--- config.mk ---
export PLATFORM = sky130hd
export DESIGN_NAME = vc_request_issuer
export DESIGN_NICKNAME = d
export VERILOG_FILES = /design/src/rtl/vc_request_issuer.sv
export SDC_FILE = /design/constraint.sdc
export NUM_CORES = 1
export LEC_CHECK = 0
export CORE_ASPECT_RATIO = 1.4
export CORE_MARGIN = 3
export CORE_UTILIZATION = 45
export DETAILED_ROUTE_END_ITERATION = 10
export SLEW_MARGIN = 10
export SYNTH_ARGS = -nofsm -noshare
export SYNTH_HDL_FRONTEND = slang
export SYNTH_SLANG_ARGS = --single-unit
--- constraint.sdc ---
create_clock -name clk -period 2.9 [get_ports clk]
set_clock_uncertainty 0.15 [all_clocks]
set_input_delay 0.58 -clock clk [delete_from_list [all_inputs] [get_ports clk]]
set_output_delay 0.58 -clock clk [all_outputs]
set_load 0.02 [all_outputs]
--- src/rtl/vc_request_issuer.sv ---
// vc_request_issuer: per-VC flit FIFOs with downstream credit tracking, raising switch-allocation requests and launching granted flits.
module vc_request_issuer #(
  parameter int NUM_VCS = 3,
  parameter int BUF_DEPTH = 4,
  parameter int CREDIT_MAX = 4,
  parameter int FLIT_WIDTH = 32,
  localparam int VC_W = NUM_VCS > 1 ? $clog2(NUM_VCS) : 1,
  localparam int CNT_W = $clog2(BUF_DEPTH + 1),
  localparam int CR_W = $clog2(CREDIT_MAX + 1),
  localparam int PTR_W = BUF_DEPTH > 1 ? $clog2(BUF_DEPTH) : 1
) (
  input  logic                  clk,
  input  logic                  reset,
  input  logic                  in_valid,
  input  logic [VC_W-1:0]       in_vc,
  input  logic [FLIT_WIDTH-1:0] in_flit,
  output logic                  in_ready,
  output logic [NUM_VCS-1:0]    requests,
  input  logic [NUM_VCS-1:0]    grants,
  input  logic                  credit_vld,
  input  logic [VC_W-1:0]       credit_vc,
  output logic                  out_valid,
  output logic [VC_W-1:0]       out_vc,
  output logic [FLIT_WIDTH-1:0] out_flit,
  output logic                  err
);
  logic [FLIT_WIDTH-1:0] mem [NUM_VCS][BUF_DEPTH];
  logic [PTR_W-1:0] rd_ptr [NUM_VCS];
  logic [PTR_W-1:0] wr_ptr [NUM_VCS];
  logic [CNT_W-1:0] count [NUM_VCS];
  logic [CR_W-1:0] credit [NUM_VCS];
  logic [NUM_VCS-1:0] wr, pop, ret, sat;
  logic gnt_ok, gnt_bad, cr_bad;
  logic [VC_W-1:0] pop_vc;
  logic [FLIT_WIDTH-1:0] pop_flit;
  // requests come from registered state only, so no loop forms through the arbiter
  always_comb begin
    requests = '0;
    for (int v = 0; v < NUM_VCS; v++)
      requests[v] = count[v] != '0 && credit[v] != '0;
  end
  always_comb begin
    in_ready = 1'b0;
    pop_vc = '0;
    pop_flit = '0;
    wr = '0;
    pop = '0;
    ret = '0;
    sat = '0;
    gnt_ok = grants != '0 && (grants & (grants - 1'b1)) == '0 && (grants & ~requests) == '0;
    gnt_bad = grants != '0 && !gnt_ok;
    cr_bad = credit_vld && {1'b0, credit_vc} >= (VC_W + 1)'(NUM_VCS);
    for (int v = 0; v < NUM_VCS; v++) begin
      in_ready |= in_vc == VC_W'(v) && count[v] != CNT_W'(BUF_DEPTH);
      wr[v] = in_valid && in_vc == VC_W'(v) && count[v] != CNT_W'(BUF_DEPTH);
      pop[v] = gnt_ok && grants[v];
      ret[v] = credit_vld && credit_vc == VC_W'(v);
      // a return at full credit only overflows if nothing is consumed in the same cycle
      sat[v] = ret[v] && !pop[v] && credit[v] == CR_W'(CREDIT_MAX);
      pop_vc = pop[v] ? VC_W'(v) : pop_vc;
      pop_flit = pop[v] ? mem[v][rd_ptr[v]] : pop_flit;
    end
  end
  always_ff @(posedge clk) begin
    for (int v = 0; v < NUM_VCS; v++)
      if (wr[v]) mem[v][wr_ptr[v]] <= in_flit;
  end
  always_ff @(posedge clk) begin
    if (reset) begin
      for (int v = 0; v < NUM_VCS; v++) begin
        rd_ptr[v] <= '0;
        wr_ptr[v] <= '0;
        count[v] <= '0;
        credit[v] <= CR_W'(CREDIT_MAX);
      end
      out_valid <= 1'b0;
      out_vc <= '0;
      out_flit <= '0;
      err <= 1'b0;
    end else begin
      for (int v = 0; v < NUM_VCS; v++) begin
        if (wr[v]) wr_ptr[v] <= wr_ptr[v] == PTR_W'(BUF_DEPTH - 1) ? '0 : wr_ptr[v] + 1'b1;
        if (pop[v]) rd_ptr[v] <= rd_ptr[v] == PTR_W'(BUF_DEPTH - 1) ? '0 : rd_ptr[v] + 1'b1;
        count[v] <= count[v] + CNT_W'(wr[v]) - CNT_W'(pop[v]);
        credit[v] <= credit[v] + CR_W'(ret[v] & ~sat[v]) - CR_W'(pop[v]);
      end
      out_valid <= gnt_ok;
      if (gnt_ok) begin
        out_vc <= pop_vc;
        out_flit <= pop_flit;
      end
      if (gnt_bad || cr_bad || |sat) err <= 1'b1;
    end
  end
endmodule

==> metrics.cfg <==
[finish]
n_antenna_cell = 0
area_of_the_multi_input_gates_um2 = 4260
finish.net_count = 1129
sequential_cell_area_um2 = 13000
flow.area_growth_from_synthesis_pct = 19.6
final.fill_count = 2991
final_layout_size_suffix_gt1_frac = 0.215
layoutNonFillerInstCount = 1602

[pwr]
pwr_density_cell_nw_per_um2 = 712
share_comb_of_total_power = 0.105
power_mw = 14.9
share_of_power_burned_in_the_clock_network = 0.400
power.ir.vdd_worst_mv = 0.370
p_int_mw = 11.6
power_switching_share = 0.221
pwr-share-seq = 0.495
p_leak_nw = 6.92
power.net_switching_mw = 3.30

[floorplanning]
chipWidth_um = 173
core.rowCount = 84
top_level_ports = 83
initial_utilization = 0.461
core_um2 = 38000
die-height_um = 240
die_area_um2 = 41400

[timing]
grt_setup_unrepaired = false
report.final.hold_viol_count = 0
period_minus_slack_ps = 2700
max_freq_ghz = 0.370
hold-worst-slack_ps = 268
number_of_failing_setup_endpoints_in_the_final_timing_report = 0
timing.slew.headroom = 0.514
timing.final.max_slew_violations = 0
worst_slew_pin_slew_ps = 730
fraction_of_the_cycle_the_final_worst_path_needs = 0.932

[synth]
synth.net_count = 998
postSynthCellCount = 922
synth-seq-cells = 450
post-synth-top-area-cell = edfxtp_1
syn-cell-area_um2 = 17500
netlist.area_leader.share = 0.678
synth_top_flop_cell = edfxtp_1
async_reset_ff_frac = 0
syn_avg_cell_area_um2 = 19.0
synth_enable_flop_cells = 396
synth.yosys.seq_area_share = 0.739
synth.area.top_cells = edfxtp_1 68%, mux4_2 12%, dfxtp_1 6.2%
synth.lib_cells_used.distinct = 46
synth_warnings = 0

[critical_path]
critical_path_peak_fanout = 3
critPathKind = flip-flop to output port
cp-end-kind = output port
timing.critical_path.cells = nor3_1 > nor2_1 > clkdlybuf4s50_1
critical_path.top_delay_family = buffers and inverters
cp.arrival_ps = 1970
crit_path_start_kind = flip-flop
endpoint_required_time_on_the_critical_path_ps = 2170
critical_path_buf_inv_count = 1
worst_path_largest_cell_delay_ps = 560
crit_path_top_delay_cell = clkdlybuf4s50_1

[routing]
drt.antenna.violating_nets = 0
via_count = 8927
route.detailed.wl_per_inst_um = 24.0
first_iter_violations = 600
via_per_inst = 5.57
first_pass_iters = 5
drt_drc_violations_left = 0
wirelength_um = 38400

[cts]
resized_after_cts = 1
cts_tree = yes
cts-htree-levels = 2
worst_skew_pair.late_latency_ps = 550
clk_transition_reported_paths_ps = 60
cts_post_setup_buffers_inserted = 0
tritoncts.num_buffers = 43
cts_hold_buf = 0
clock_sinks = 450
clk_root_buffer_cell = clkbuf_16
clock_path_buffers = 3

[global_route]
grt_use_met3 = 0.0317
grt_max_degree = 57
global_route.peak_usage_layer = met2
grt_overflow = 0
wire_length_of_the_first_global_routing_pass_um = 59000
vias_in_the_first_global_route = 9451
grt_use_met1 = 0.241
number_of_antenna_violations_at_the_first_check_in_global_routing = 1
gr-usage-all-layers = 0.189
met2_usage = 0.340

[flow_run]
reported_max_cap_violation_count = 0

[worst_hold_path]
min_path_type = input pin to flip-flop

[status]
status = finished clean

[placed_design]
gp_congestion = 0.764
dpl.cell_count = 1524
dpl.hpwl_um = 20800
io_buffer_count = 82

[synth_stat cells (3+ instances only)]
master,instances
xnor2_1,10
a211oi_1,17
nand2b_1,15
clkbuf_1,21
a221o_1,12
o211ai_1,3
buf_2,20
nand2_1,19
o22ai_1,4
buf_4,3
a221oi_1,3
edfxtp_1,396
nand3_1,14
buf_1,3
nor2_1,31
mux2i_1,12
and2_1,3
inv_1,33
dfxtp_1,54
and3_1,12
nor3b_1,6
nor2b_1,13
nor3_1,29
ha_1,27
a22o_1,17
or2_2,7
mux4_2,90
fa_1,6
a21oi_1,18
[kinds of logic (layout without fill, tap and decap cells)]
family / Yosys count / in the layout / share of synthesized area
flip-flops: 450 / 450 / 0.739
AND/OR/NAND/NOR: 160 / 160 / 0.0497
multiplexers: 102 / 102 / 0.122
AO/OA/AOI/OAI: 85 / 85 / 0.0372
buffers and inverters: 80 / 244 / 0.0192
adder cells (fa/ha/maj): 33 / 33 / 0.0261
XOR/XNOR: 12 / 12 / 0.00599
[power groups by stage]
| stage | logic (mW) | registers [mW] | clock network (mW) |
|---|---|---|---|
| 6_report | 1.57 | 7.39 | 5.97 |
| 2_1_floorplan | 0.835 | 7.59 | 0 |
| 3_3_place_gp | 1.58 | 7.53 | 0 |
| 5_1_grt | 1.71 | 7.42 | 6.38 |
| 4_1_cts | 1.60 | 7.40 | 6.13 |
| 3_5_place_dp | 1.60 | 7.53 | 0 |
[sequential cells by signal, summed over array words and instances (netlist names)]
register   count
count          9
credit         9
err            1
mem          384
out_flit      32
out_valid      1
out_vc         2
rd_ptr         6
wr_ptr         6
[metrics by stage]
| step | cell area, um^2 | utilization | setup slack, ps | TNS, ps |
|---|---|---|---|---|
| 2_1_floorplan | 17500 | - | 231 | 0 |
| 3_3_place_gp | 19500 | 0.512 | -199 | -987 |
| 3_5_place_dp | 19500 | 0.512 | -253 | -1530 |
| 4_1_cts | 21000 | 0.551 | 164 | 0 |
| 5_1_grt | 21000 | 0.551 | 68.6 | 0 |
| 6_report | 21000 | 0.551 | 196 | 0 |
[area by class of cell]
type                            instances  area share
Clock buffer                           60      0.0577
Sequential cell                       450       0.618
Inverter                               33     0.00590
Clock inverter                         18      0.0145
Multi-Input combinational cell        392       0.203
Tap cell                              516      0.0308
Timing Repair Buffer                  133      0.0700
[cell usage in the layout (no fill, tap or decap), types with 11 or more instances in the layout]
| master | netlist | final |
|---|---|---|
| nand3_1 | 14 | 14 |
| a211oi_1 | 17 | 17 |
| buf_12 | 0 | 22 |
| nor3_1 | 29 | 29 |
| clkbuf_1 | 21 | 11 |
| nand2_1 | 19 | 19 |
| nor2b_1 | 13 | 13 |
| inv_1 | 33 | 33 |
| mux2i_1 | 12 | 12 |
| a21oi_1 | 18 | 18 |
| nand2b_1 | 15 | 15 |
| and3_2 | 0 | 12 |
| buf_4 | 3 | 29 |
| clkdlybuf4s50_1 | 0 | 79 |
| edfxtp_1 | 396 | 396 |
| nor2_1 | 31 | 31 |
| a221o_1 | 12 | 12 |
| a22o_1 | 17 | 17 |
| ha_1 | 27 | 27 |
| clkbuf_16 | 0 | 44 |
| dfxtp_1 | 54 | 54 |
| mux4_2 | 90 | 90 |
[routing by layer]
layer,wire (um),vias up
li1,-,3946
met1,15600,4683
met2,20100,246
met3,2050,50
met4,681,2
met5,20,-
[path summary, 6_finish.rpt]
check,from,to,slack [ps],cells after the start
setup / recovery,credit[0][2],requests[0],200,3
hold / removal,reset,credit[0][8],270,3
setup reg to reg,credit[0][5],credit[0][5],350,10
hold reg to reg,out_flit[31],out_flit[31],300,2
[worst min-delay path, delay by kind of cell]
family | cells | cell delay (ps)
buffers and inverters | 2 | 260
AND/OR/NAND/NOR | 1 | 90
Power figures use the tool's default switching activity.
